`config.mk`:
```
export PLATFORM = sky130hd
export DESIGN_NAME = multicycle_ctrl_flat
export DESIGN_NICKNAME = d
export VERILOG_FILES = /design/src/rtl/multicycle_ctrl_if.sv /design/src/rtl/multicycle_ctrl.sv /design/src/flat_wrapper.sv
export SDC_FILE = /design/constraint.sdc
export NUM_CORES = 1
export LEC_CHECK = 0
export BUFFER_PORTS_ARGS = -buffer_cell sky130_fd_sc_hd__buf_2
export CAP_MARGIN = 20
export CORE_UTILIZATION = 43
export DETAILED_ROUTE_END_ITERATION = 16
export PLACE_DENSITY = 0.82
export REMOVE_ABC_BUFFERS = 1
export SYNTH_ARGS = -nofsm -noshare
export SYNTH_HDL_FRONTEND = slang
export SYNTH_SLANG_ARGS = --single-unit
```
`constraint.sdc`:
```
create_clock -name clk_i -period 3.1 [get_ports clk_i]
set_clock_uncertainty 0.05 [all_clocks]
set_input_delay 0.31 -clock clk_i [delete_from_list [all_inputs] [get_ports clk_i]]
set_output_delay 0.31 -clock clk_i [all_outputs]
set_load 0.01 [all_outputs]
```
`src/rtl/multicycle_ctrl_if.sv`:
```
// Control bundle between the multi-cycle controller and the datapath.
//
// Datapath -> controller : op_i (opcode from IR), zero_i (ALU zero flag),
//                          mem_ready_i (memory access completes this cycle)
// Controller -> datapath : ALU/mux selects, memory/IR/PC/register strobes,
//                          illegal_o / mem_err_o event pulses, state_o debug
//
// The controller connects through the master modport; the datapath (or a
// testbench standing in for it) uses the slave modport.
interface multicycle_ctrl_if;
    logic [5:0] op_i;
    logic       zero_i;
    logic       mem_ready_i;

    logic [2:0] ALUOp_o;
    logic       ALUSrcA_o;
    logic [1:0] ALUSrcB_o;
    logic       IorD_o;
    logic       MemRead_o;
    logic       MemWrite_o;
    logic       IRWrite_o;
    logic       PCWrite_o;
    logic [1:0] PCSource_o;
    logic       RegWrite_o;
    logic       RegDst_o;
    logic       MemtoReg_o;
    logic       illegal_o;
    logic       mem_err_o;
    logic [3:0] state_o;

    modport master (
        input  op_i, zero_i, mem_ready_i,
        output ALUOp_o, ALUSrcA_o, ALUSrcB_o, IorD_o, MemRead_o, MemWrite_o,
               IRWrite_o, PCWrite_o, PCSource_o, RegWrite_o, RegDst_o,
               MemtoReg_o, illegal_o, mem_err_o, state_o
    );

    modport slave (
        output op_i, zero_i, mem_ready_i,
        input  ALUOp_o, ALUSrcA_o, ALUSrcB_o, IorD_o, MemRead_o, MemWrite_o,
               IRWrite_o, PCWrite_o, PCSource_o, RegWrite_o, RegDst_o,
               MemtoReg_o, illegal_o, mem_err_o, state_o
    );
endinterface

```
`src/rtl/multicycle_ctrl.sv`:
```
// Main control FSM of the multi-cycle CPU. Sequences the shared ALU, the
// register file and the unified instruction/data memory over several cycles
// per instruction, waits on the memory ready handshake and optionally gives
// up on a memory access after WAIT_LIMIT waiting cycles.
//
// Ports:
//   clk_i  - clock, all state changes on the rising edge
//   rst_i  - synchronous active-high reset; also forces all strobes low
//   bus    - multicycle_ctrl_if.master: opcode/zero/mem_ready in, datapath
//            controls, illegal/mem_err pulses and debug state out
//
// Parameters:
//   WAIT_LIMIT - max cycles waiting for mem_ready in one memory state (0 = forever)
//   CNT_W      - wait counter width, WAIT_LIMIT must be < 2**CNT_W
module multicycle_ctrl #(
    parameter int unsigned WAIT_LIMIT = 0,
    parameter int unsigned CNT_W      = 8
) (
    input  logic                clk_i,
    input  logic                rst_i,
    multicycle_ctrl_if.master   bus
);

    typedef enum logic [3:0] {
        S_FETCH    = 4'd0,
        S_DECODE   = 4'd1,
        S_MEM_ADDR = 4'd2,
        S_MEM_RD   = 4'd3,
        S_MEM_WB   = 4'd4,
        S_MEM_WR   = 4'd5,
        S_EXEC     = 4'd6,
        S_ALU_WB   = 4'd7,
        S_BRANCH   = 4'd8,
        S_JUMP     = 4'd9
    } state_t;

    localparam logic [5:0] OP_R     = 6'h00;
    localparam logic [5:0] OP_J     = 6'h02;
    localparam logic [5:0] OP_BEQ   = 6'h04;
    localparam logic [5:0] OP_BNE   = 6'h05;
    localparam logic [5:0] OP_ADDI  = 6'h08;
    localparam logic [5:0] OP_SLTIU = 6'h0B;
    localparam logic [5:0] OP_ORI   = 6'h0D;
    localparam logic [5:0] OP_LUI   = 6'h0F;
    localparam logic [5:0] OP_LW    = 6'h23;
    localparam logic [5:0] OP_SW    = 6'h2B;

    localparam bit             LIMIT_EN = (WAIT_LIMIT != 0);
    // Count value seen on the WAIT_LIMIT-th waiting cycle (the count holds the
    // number of earlier waiting cycles).
    localparam logic [CNT_W-1:0] LIMIT_M1 =
        CNT_W'((WAIT_LIMIT == 0) ? 0 : WAIT_LIMIT - 1);

    state_t           state_q, state_d;
    logic [5:0]       op_q, op_d;
    logic [CNT_W-1:0] cnt_q, cnt_d;

    logic       waiting;
    logic       timeout;

    logic [2:0] alu_op;
    logic       alu_src_a;
    logic [1:0] alu_src_b;
    logic       iord;
    logic       mem_read;
    logic       mem_write;
    logic       ir_write;
    logic       pc_write;
    logic [1:0] pc_source;
    logic       reg_write;
    logic       reg_dst;
    logic       mem_to_reg;
    logic       illegal;
    logic       mem_err;

    assign waiting = (state_q == S_FETCH) || (state_q == S_MEM_RD) ||
                     (state_q == S_MEM_WR);

    // A ready arriving on the limit cycle wins, hence the mem_ready term.
    assign timeout = LIMIT_EN && waiting && !bus.mem_ready_i && (cnt_q == LIMIT_M1);

    // The counter only survives a cycle spent waiting; any exit (ready,
    // timeout, or a state that does not wait) clears it.
    always_comb begin
        cnt_d = '0;
        if (waiting && !bus.mem_ready_i && !timeout) begin
            cnt_d = cnt_q + CNT_W'(1);
        end
    end

    always_comb begin
        state_d    = state_q;
        op_d       = op_q;
        alu_op     = 3'd0;
        alu_src_a  = 1'b0;
        alu_src_b  = 2'd0;
        iord       = 1'b0;
        mem_read   = 1'b0;
        mem_write  = 1'b0;
        ir_write   = 1'b0;
        pc_write   = 1'b0;
        pc_source  = 2'd0;
        reg_write  = 1'b0;
        reg_dst    = 1'b0;
        mem_to_reg = 1'b0;
        illegal    = 1'b0;
        mem_err    = 1'b0;

        case (state_q)
            S_FETCH: begin
                // PC + 4 is computed by the ALU while the instruction is read.
                mem_read  = 1'b1;
                alu_src_b = 2'd1;
                alu_op    = 3'd3;
                if (bus.mem_ready_i) begin
                    ir_write = 1'b1;
                    pc_write = 1'b1;
                    state_d  = S_DECODE;
                end else if (timeout) begin
                    mem_err  = 1'b1;
                    state_d  = S_FETCH;
                end
            end

            S_DECODE: begin
                // Branch target computed speculatively into ALUOut.
                alu_src_b = 2'd3;
                alu_op    = 3'd3;
                op_d      = bus.op_i;
                case (bus.op_i)
                    OP_R, OP_ADDI, OP_SLTIU, OP_ORI, OP_LUI: state_d = S_EXEC;
                    OP_LW, OP_SW:                            state_d = S_MEM_ADDR;
                    OP_BEQ, OP_BNE:                          state_d = S_BRANCH;
                    OP_J:                                    state_d = S_JUMP;
                    default: begin
                        illegal = 1'b1;
                        state_d = S_FETCH;
                    end
                endcase
            end

            S_EXEC: begin
                alu_src_a = 1'b1;
                if (op_q == OP_R) begin
                    alu_src_b = 2'd0;
                    alu_op    = 3'd0;
                end else begin
                    alu_src_b = 2'd2;
                    case (op_q)
                        OP_SLTIU: alu_op = 3'd4;
                        OP_ORI:   alu_op = 3'd5;
                        OP_LUI:   alu_op = 3'd6;
                        default:  alu_op = 3'd3;
                    endcase
                end
                state_d = S_ALU_WB;
            end

            S_ALU_WB: begin
                reg_write = 1'b1;
                reg_dst   = (op_q == OP_R);
                state_d   = S_FETCH;
            end

            S_MEM_ADDR: begin
                alu_src_a = 1'b1;
                alu_src_b = 2'd2;
                alu_op    = 3'd3;
                if (op_q == OP_LW) begin
                    state_d = S_MEM_RD;
                end else if (op_q == OP_SW) begin
                    state_d = S_MEM_WR;
                end else begin
                    state_d = S_FETCH;
                end
            end

            S_MEM_RD: begin
                mem_read = 1'b1;
                iord     = 1'b1;
                if (bus.mem_ready_i) begin
                    state_d = S_MEM_WB;
                end else if (timeout) begin
                    mem_err = 1'b1;
                    state_d = S_FETCH;
                end
            end

            S_MEM_WB: begin
                reg_write  = 1'b1;
                mem_to_reg = 1'b1;
                state_d    = S_FETCH;
            end

            S_MEM_WR: begin
                mem_write = 1'b1;
                iord      = 1'b1;
                if (bus.mem_ready_i) begin
                    state_d = S_FETCH;
                end else if (timeout) begin
                    mem_err = 1'b1;
                    state_d = S_FETCH;
                end
            end

            S_BRANCH: begin
                alu_src_a = 1'b1;
                alu_src_b = 2'd0;
                pc_source = 2'd1;
                if (op_q == OP_BNE) begin
                    alu_op   = 3'd2;
                    pc_write = !bus.zero_i;
                end else begin
                    alu_op   = 3'd1;
                    pc_write = bus.zero_i;
                end
                state_d = S_FETCH;
            end

            S_JUMP: begin
                pc_write  = 1'b1;
                pc_source = 2'd2;
                state_d   = S_FETCH;
            end

            default: state_d = S_FETCH;
        endcase

        // Strobes are gated by reset in the same cycle so nothing is written
        // or requested while the machine is being reset.
        if (rst_i) begin
            mem_read  = 1'b0;
            mem_write = 1'b0;
            ir_write  = 1'b0;
            pc_write  = 1'b0;
            reg_write = 1'b0;
            illegal   = 1'b0;
            mem_err   = 1'b0;
        end
    end

    always_ff @(posedge clk_i) begin
        if (rst_i) begin
            state_q <= S_FETCH;
            op_q    <= 6'h00;
            cnt_q   <= '0;
        end else begin
            state_q <= state_d;
            op_q    <= op_d;
            cnt_q   <= cnt_d;
        end
    end

    assign bus.ALUOp_o    = alu_op;
    assign bus.ALUSrcA_o  = alu_src_a;
    assign bus.ALUSrcB_o  = alu_src_b;
    assign bus.IorD_o     = iord;
    assign bus.MemRead_o  = mem_read;
    assign bus.MemWrite_o = mem_write;
    assign bus.IRWrite_o  = ir_write;
    assign bus.PCWrite_o  = pc_write;
    assign bus.PCSource_o = pc_source;
    assign bus.RegWrite_o = reg_write;
    assign bus.RegDst_o   = reg_dst;
    assign bus.MemtoReg_o = mem_to_reg;
    assign bus.illegal_o  = illegal;
    assign bus.mem_err_o  = mem_err;
    assign bus.state_o    = state_q;

endmodule

```
`src/flat_wrapper.sv`:
```
// flat-port wrapper written by rule: the top's interface ports become plain ports
module multicycle_ctrl_flat 
#(
    parameter int unsigned WAIT_LIMIT = 0,
    parameter int unsigned CNT_W      = 8
)
  (clk_i, rst_i, bus_op_i, bus_zero_i, bus_mem_ready_i, bus_ALUOp_o, bus_ALUSrcA_o, bus_ALUSrcB_o, bus_IorD_o, bus_MemRead_o, bus_MemWrite_o, bus_IRWrite_o, bus_PCWrite_o, bus_PCSource_o, bus_RegWrite_o, bus_RegDst_o, bus_MemtoReg_o, bus_illegal_o, bus_mem_err_o, bus_state_o);
  multicycle_ctrl_if bus_i ();
  input  logic clk_i;
  input  logic rst_i;
  input wire logic [$bits(bus_i.op_i)-1:0] bus_op_i;
  input wire logic [$bits(bus_i.zero_i)-1:0] bus_zero_i;
  input wire logic [$bits(bus_i.mem_ready_i)-1:0] bus_mem_ready_i;
  output wire logic [$bits(bus_i.ALUOp_o)-1:0] bus_ALUOp_o;
  output wire logic [$bits(bus_i.ALUSrcA_o)-1:0] bus_ALUSrcA_o;
  output wire logic [$bits(bus_i.ALUSrcB_o)-1:0] bus_ALUSrcB_o;
  output wire logic [$bits(bus_i.IorD_o)-1:0] bus_IorD_o;
  output wire logic [$bits(bus_i.MemRead_o)-1:0] bus_MemRead_o;
  output wire logic [$bits(bus_i.MemWrite_o)-1:0] bus_MemWrite_o;
  output wire logic [$bits(bus_i.IRWrite_o)-1:0] bus_IRWrite_o;
  output wire logic [$bits(bus_i.PCWrite_o)-1:0] bus_PCWrite_o;
  output wire logic [$bits(bus_i.PCSource_o)-1:0] bus_PCSource_o;
  output wire logic [$bits(bus_i.RegWrite_o)-1:0] bus_RegWrite_o;
  output wire logic [$bits(bus_i.RegDst_o)-1:0] bus_RegDst_o;
  output wire logic [$bits(bus_i.MemtoReg_o)-1:0] bus_MemtoReg_o;
  output wire logic [$bits(bus_i.illegal_o)-1:0] bus_illegal_o;
  output wire logic [$bits(bus_i.mem_err_o)-1:0] bus_mem_err_o;
  output wire logic [$bits(bus_i.state_o)-1:0] bus_state_o;
  assign bus_i.op_i = bus_op_i;
  assign bus_i.zero_i = bus_zero_i;
  assign bus_i.mem_ready_i = bus_mem_ready_i;
  assign bus_ALUOp_o = bus_i.ALUOp_o;
  assign bus_ALUSrcA_o = bus_i.ALUSrcA_o;
  assign bus_ALUSrcB_o = bus_i.ALUSrcB_o;
  assign bus_IorD_o = bus_i.IorD_o;
  assign bus_MemRead_o = bus_i.MemRead_o;
  assign bus_MemWrite_o = bus_i.MemWrite_o;
  assign bus_IRWrite_o = bus_i.IRWrite_o;
  assign bus_PCWrite_o = bus_i.PCWrite_o;
  assign bus_PCSource_o = bus_i.PCSource_o;
  assign bus_RegWrite_o = bus_i.RegWrite_o;
  assign bus_RegDst_o = bus_i.RegDst_o;
  assign bus_MemtoReg_o = bus_i.MemtoReg_o;
  assign bus_illegal_o = bus_i.illegal_o;
  assign bus_mem_err_o = bus_i.mem_err_o;
  assign bus_state_o = bus_i.state_o;
  multicycle_ctrl #(.WAIT_LIMIT(WAIT_LIMIT), .CNT_W(CNT_W)) u_core (.clk_i(clk_i), .rst_i(rst_i), .bus(bus_i));
endmodule
```
# Word-level counts from Yosys, hierarchy flattened
# Index checks and enable logic that the tools add are counted.
# classes
n_eq_ne,27
muxes,33
n_reduce_logical,14
# ops
operator,n
== test 6 x 4 -> 1 bit (second input constant),7
== test 6 bit (second input constant),4
case mux 4 bit (6 select lines),1
== test 6 x 3 -> 1 bit (second input constant),3
two-way mux 1 bit,18
case mux 3 bit (3 select lines),2
== test 4 x 3 -> 1 bit (second input constant),4
two-way mux 4 bit,4
case mux 4 bit (4 select lines),1
zero test 6 bit,2
OR reduction 10 bit,1
OR reduction 2 bit,5
== test 4 x 2 -> 1 bit (second input constant),2
== test 4 bit (second input constant),2
case mux 2 bit (4 select lines),1
== test 6 x 2 -> 1 bit (second input constant),1
two-way mux 3 bit,2
inequality test 2 bit (second input constant),3
OR reduction 3 bit,2
OR reduction 5 bit,1
== test 4 x 1 -> 1 bit (second input constant),1
zero test 4 bit,1
two-way mux 2 bit,2
case mux 2 bit (2 select lines),1
other kinds (3),3
# word_totals
inputBits,10
output_inout_bits,22
regBits,10
elab_cells,76

# Longest topological paths before layout
# Gate-level depths: netlist of run 1.
# logic_depth
word_depth,5
mapped_depth,6

# Worst setup path after synthesis of run 1
# No wires, ideal clock.
# synth_path
kind,reg-to-output
start,register u_core.state_q[1] (netlist: u_core.bus.state_o[1])
end,output port bus_illegal_o
required_time_ns,2.740
path_stages_with_launch,5
path_buffers,1
slack_ns,1.402
t_arrival_ns,1.338
path_cell_list,dfxtp_1 -> or2_4 -> or2_1 -> buf_6 -> nor4_1
# synth_via
elab_chain_cells,3
# synth_lines
element,line_no,text
start: declaration,multicycle_ctrl.sv:54,"state_t state_q, state_d;"
start signal: assignment,multicycle_ctrl.sv:248,state_q <= state_d;
== test 4 x 1 -> 1 bit,multicycle_ctrl.sv:109,case (state_q)
two-way mux 1 bit,multicycle_ctrl.sv:109,
two-way mux 1 bit,multicycle_ctrl.sv:231,if (rst_i) begin
end: declaration,flat_wrapper.sv:26,output wire logic [$bits(bus_i.illegal_o)-1:0] bus_illegal_o;
# Every way passes these cells.

# Worst setup path in the final report of run 1
# layout_path
start,register u_core.state_q[2] (netlist: u_core.bus.state_o[2])
end,output port bus_ALUOp_o[1]
# layout_via
elab_chain_cells,3
word_cells_on_any_way,7
cone_classes,eq/ne (4); mux (1); reduce/logical (2)
# layout_lines
element,line_no,text
== test 4 x 1 -> 1 bit (tied with other cells),multicycle_ctrl.sv:109,
OR reduction 3 bit (no line),n/a,
case mux 3 bit (3 select lines) (*),multicycle_ctrl.sv:109,
end: declaration,flat_wrapper.sv:14,output wire logic [$bits(bus_i.ALUOp_o)-1:0] bus_ALUOp_o;
# Mark *: on every way between the ends. The rest lies on a longest branch, timed or not.

==> impl_metrics.toml, run 1 <==
[sta]
rsz0062_at_grt = "no"
drv_slew = 0
setup_tns_ps = 0
finalCritPeriodShare_pct = 74.8
final.min_clock_period_ps = 2320
timing_hold_violations_final = 0
setup_violations = 0
relSlewSlack_pct = 61.0
fmax_mhz = 431
tightest_slew_ps = 584

[critical_path]
startpoint_type = "flip-flop"
worstPathMaxFanout = 18
worst-path-buf-inv = 1
critical-path-max-stage-delay_ps = 670
cp_slowest_cell = "dfxtp_1"
cp_top_family = "flip-flops"
worst_ep_required_time_ps = 2740
worstPathCellList = "or2b_1 > a211oi_1 > o21ai_0 > a21bo_2 > buf_2"
cp-end-kind = "output pin"
worstPathArrival_ps = 1960
worstSetupPathType = "reg -> out"

[global_routing]
antenna_found_initial = 0
grt_use_met2_pct = 34.0
globalRouteMet1Util_pct = 27.0
grt.total_usage_pct = 20.1
grt_max_degree = 19
overflow = 0
met3_usage_pct = 3.46
top_usage_layer = "met2"
grt_pass1_vias = 774
grt_pass1_wl_mm = 3.28

[yosys]
synth_edf_count = 0
yosysSeqAreaShare_pct = 22.6
async_reset_ff_share_pct = 0
ys_types = 44
syn_avg_cell_area_um2 = 6.92
synth_seq_cells = 10
syn_area_um2 = 886
synth-main-ff-cell = "dfxtp_1"
netlist_instances = 128
synth_warnings = 0

[final_layout]
syn_to_final_growth_pct = 18.6
drive_above_1_share_pct = 26.8
nNetsFinal = 164
finalCoreUtilization_pct = 54.1
diodes = 0

[placement]
gp_congestion = 0.855
dp_hpwl_mm = 1.59
numPortBuffers = 30

[clock_network]
post_cts_buffers = 0
worstSkewPairLatency_ps = 260
root_buffer = "clkbuf_4"
numCtsBuffers = 3
hold_buffers = 0
post_cts_resized = 0
cts_tree = "yes"
clockBufferDepth = 2
htree_levels = 1
cts_num_sinks = 10
clk_pin_slew_ps = 60

[die]
fp.dieW_um = 47.4
core_area_um2 = 1940
die_h_um = 47.4
rows = 16
ios = 32
initial_utilization_pct = 45.6
die-area_um2 = 2250

[pwr]
p_per_area_nw_per_um2 = 337
total_power_w = 0.000354
ir_worst_vdd_mv = 0.281
p_leak_nw = 0.431

[min_path]
min_path_type = "in -> reg"

[route]
first_pass_iters = 4
ant_nets = 0
wire_per_inst_um = 11.5
via_per_inst = 5.53
drt_iter0_markers = 21
drcViolationCount = 0
totalWireLength_mm = 2.07
via_count = 995

[status]
outcome = "completed"

[run]
drv_cap = 0
-- synth_stat cells (2+ instances only) --
cell	n	area share [%]
a21oi_1	9	5.1
and3_1	2	1.4
a31oi_1	5	3.5
nand4_1	2	1.4
nor2_1	16	6.8
o21ai_0	5	2.8
xnor2_1	3	3.0
nand3_1	2	1.1
inv_1	3	1.3
dfxtp_1	10	23
buf_2	2	1.1
nor4_1	3	2.1
nand2b_1	4	2.8
buf_6	2	2.5
nor3_1	7	4.0
clkbuf_1	4	1.7
o31ai_1	2	1.7
nor3b_1	2	1.7
nand2_1	20	8.5
-- final cells by class --
type | count | area [um^2]
well taps | 27 | 33.8
clock buffers | 4 | 36.3
fillers | 217 | 891
repair buffers | 30 | 150
multi-input cells | 106 | 619
flip-flops and latches | 10 | 200
inverters | 3 | 11.3
-- cell families after synthesis --
logic type             synth area share (%)
AND/OR/NAND/NOR                        41.8
buffers and inverters                  7.49
other                                 0.423
AO/OA/AOI/OAI                          22.5
XOR/XNOR                               3.96
multiplexers                           1.27
flip-flops                             22.6
-- power breakdown --
part	switching [W]	total [W]	internal, W
registers	0.0000166	0.000153	0.000136
logic	0.0000516	0.0000891	0.0000375
clock network	0.0000409	0.000112	0.0000711
total	0.000109	0.000354	0.000245
-- worst min-delay path, delay by kind of cell --
family                 cells  cell delay, ps
AO/OA/AOI/OAI              1              50
AND/OR/NAND/NOR            1              50
buffers and inverters      1             110
-- sequential cells by signal, summed over array words and instances (netlist names) --
name                cells
u_core.op_q             6
u_core.bus.state_o      4
-- cell usage in the layout, fill, tap and decap left out, types with 2 or more instances in the layout --
master and instances:
a21oi_1 9, a31oi_1 5, and3_1 2, buf_2 30, clkbuf_4 3, dfxtp_1 10
inv_1 3, nand2_1 20, nand2b_1 4, nand3_1 2, nand4_1 2, nor2_1 16
nor3_1 7, nor3b_1 2, nor4_1 3, o21ai_0 5, o31ai_1 2, xnor2_1 3
-- metrics by stage --
stage	worst slack, ps	area [um^2]	hold slack, ps	cells
floorplan	1270	831	329	119
global placement	1130	1010	421	176
detailed placement	1070	1010	425	176
CTS	791	1050	265	180
global route	649	1050	268	180
finish	782	1050	274	180
-- worst paths after layout --
| check | end | cells after the start | start | slack [ps] |
|---|---|---|---|---|
| setup / recovery | bus_ALUOp_o[1] | 5 | u_core.bus.state_o[2] | 780 |
| hold / removal | u_core.op_q[3] | 3 | bus_op_i[3] | 270 |
| setup reg to reg | u_core.bus.state_o[1] | 4 | u_core.bus.state_o[0] | 1300 |
| hold reg to reg | u_core.op_q[5] | 2 | u_core.op_q[5] | 430 |
-- metal layers --
metal | up-vias | share of wire (%)
li1 | 503 | -
met1 | 450 | 47
met4 | 0 | 0
met5 | - | 0
met3 | 0 | 6.7
met2 | 42 | 46
(Power assumes the default switching activity.)
==> run 2, diff against run 1 <==
- ABC_AREA: default -> 1
- PLACE_DENSITY: 0.82 -> 0.85
- clock period: 3.1 -> 2.1 ns (I/O delays scaled with it)
==> run 2 against run 1 <==
  * First-iteration DRC count shrank 9.5%
  * Global-route usage grew 2.5 points
  * Sequential power grew 48%
  * Flip-flop and latch count is the same
  * Final area grew 2.9%
  * Wire length grew 7.5%
  * Clock power grew 59%
  * Area after synthesis shrank 1.3%
  * Core utilization grew 5.3 points
  * Sequential share of layout area shrank 0.53 points
  * Final cell count grew 16%
  * Non-clock buffer count is the same
  * Critical endpoint is now bus_illegal_o
==> impl_metrics.toml, run 2 <==
[pwr]
ir_worst_vdd_mv = 0.422
p_leak_nw = 0.581
p_per_area_nw_per_um2 = 521

[final_layout]
largest_reg_flops = 6
fin_area_um2 = 1080
syn_to_final_growth_pct = 23.6
largest_register = "u_core.op_q"
diodes = 0
mostFrequentLayoutCells = "buf_2, nand2_1, inv_1"
drive_above_1_share_pct = 23.9
nNetsFinal = 195
layout_commonest_cell = "buf_2"

[clock_network]
cts_tree = "yes"
worstSkewPairLatency_ps = 270
hold_buffers = 0
cts_num_sinks = 10
post_cts_buffers = 0
clockBufferDepth = 2
post_cts_resized = 0
htree_levels = 1
clk_pin_slew_ps = 70
numCtsBuffers = 3
root_buffer = "clkbuf_4"

[critical_path]
r2r_cells = 9
worstSetupPathType = "reg -> out"
worstPathArrival_ps = 1610
r2r_setup_slack_ps = 700
reg2reg_from = "u_core.bus.state_o[0]"
worst_ep_required_time_ps = 1840
cp-end-kind = "output pin"
reg2reg_to = "u_core.bus.state_o[1]"
worstPathMaxFanout = 10
startpoint_type = "flip-flop"

[die]
core_area_um2 = 1820
rows = 15
die-area_um2 = 2220
die_h_um = 47.1
ios = 32
fp.dieW_um = 47.1
initial_utilization_pct = 48.0

[min_path]
min-delay-start = "bus_op_i[4]"
min_path_cells = 3
min_path_type = "in -> reg"
min_to = "u_core.op_q[4]"

[yosys]
syn_area_um2 = 875
synth.area.top_cells = "dfxtp_1, nand3_1, nand2_1, inv_1, nor2_1"
synth_warnings = 0
netlist_instances = 152
async_reset_ff_share_pct = 0
synth-main-ff-cell = "dfxtp_1"
ys_types = 25
yosys.cell_count.top_type = "nand2_1"
synth_edf_count = 0
synth_area_leader_cell = "dfxtp_1"
netlist_top_cells_count = "nand2_1, inv_1, nor2_1, nand3_1, dfxtp_1"
syn_avg_cell_area_um2 = 5.75
synth_top_area_share_pct = 22.9
yosysSeqAreaShare_pct = 22.9
synth_seq_cells = 10

[sta]
final.min_clock_period_ps = 1870
setup_violations = 0
finalCritPeriodShare_pct = 89.2
rsz0062_at_grt = "no"
setup_tns_ps = 0
drv_slew = 0
fmax_mhz = 534
timing_hold_violations_final = 0

[route]
drt_iter0_markers = 19
route.top_layer_used = "met4"
wl_met1_mm = 1.06
wl_met3_um = 94
wire_per_inst_um = 10.7
via_count = 1074
totalWireLength_mm = 2.23
drcViolationCount = 0
first_pass_iters = 4
ant_nets = 0
via_per_inst = 5.14
wl_met2_mm = 1.04

[run]
drv_cap = 0

[global_routing]
grt_max_degree = 11
grt_pass1_wl_mm = 3.58
antenna_found_initial = 0
grt.total_usage_pct = 22.6
grt_pass1_vias = 856
overflow = 0

[placement]
numPortBuffers = 30
dpl_cell_area_um2 = 1040
gp_congestion = 0.870
dp_hpwl_mm = 1.87

[status]
outcome = "completed"
==> run 2: changes by cell type in the layout (fill, tap and decap cells not counted), moves of 5 or more <==
cell / previous run / this run
inv_1: 3 / 25
nand2_1: 20 / 26
nand3_1: 2 / 22
nand4_1: 2 / 7
nor2_1: 16 / 24
==> run 2: critical path: stages, from the launching register on <==
cell     delay, ps
dfxtp_1        480
nand2_2        150
nor2_8         200
inv_4           70
nor4_1         250
buf_2          180
==> run 2: layout make-up <==
type	count	area (um^2)
Fill cell	183	739
Multi-Input combinational cell	111	552
Sequential cell	10	200
Timing Repair Buffer	30	150
Inverter	29	111
Clock buffer	4	36.3
Tap cell	25	31.3
==> run 2: power breakdown <==
group / internal (W) / total (W) / switching, W
clock: 0.000105 / 0.000178 / 0.0000722
sequential: 0.000207 / 0.000227 / 0.0000206
combinational: 0.0000543 / 0.000158 / 0.000104
==> run 2: how the worst max path moves through the flow <==
stage	from	to	slack (ps)	depth (start not counted)
2_1_floorplan	u_core.bus.state_o[0]	bus_illegal_o	550	4
3_3_place_gp	u_core.bus.state_o[0]	bus_PCWrite_o	560	8
3_5_place_dp	u_core.bus.state_o[0]	bus_illegal_o	540	5
4_1_cts	u_core.bus.state_o[0]	bus_illegal_o	220	5
5_1_grt	u_core.bus.state_o[0]	bus_illegal_o	70	5
6_report	u_core.bus.state_o[0]	bus_illegal_o	230	5
==> run 2: layer usage <==
layer	global-route usage, %	vias to the layer above
li1	-	563
met1	30.8	471
met2	35.8	36
met3	2.31	4
met4	10.3	0
met5	0	-
==> run 2: cell families (layout without fill, tap and decap cells) <==
group | after synthesis | in the layout | share of synthesized area [%]
AO/OA/AOI/OAI | 20 | 20 | 12.2
AND/OR/NAND/NOR | 90 | 90 | 50.5
flip-flops | 10 | 10 | 22.9
other | 1 | 1 | 0.429
buffers and inverters | 31 | 63 | 14.0
==> run 2: stage by stage <==
step	hold WS (ps)	utilization [%]	cells	setup WS, ps	total power (W)
final	149	59.4	209	228	0.000563
after global routing	160	59.4	209	65.2	0.000604
after CTS	152	59.4	209	222	0.000563
after detailed placement	430	57.4	205	536	0.000388
after global placement	416	57.4	205	562	0.000384
after floorplan	229	-	150	555	0.000335
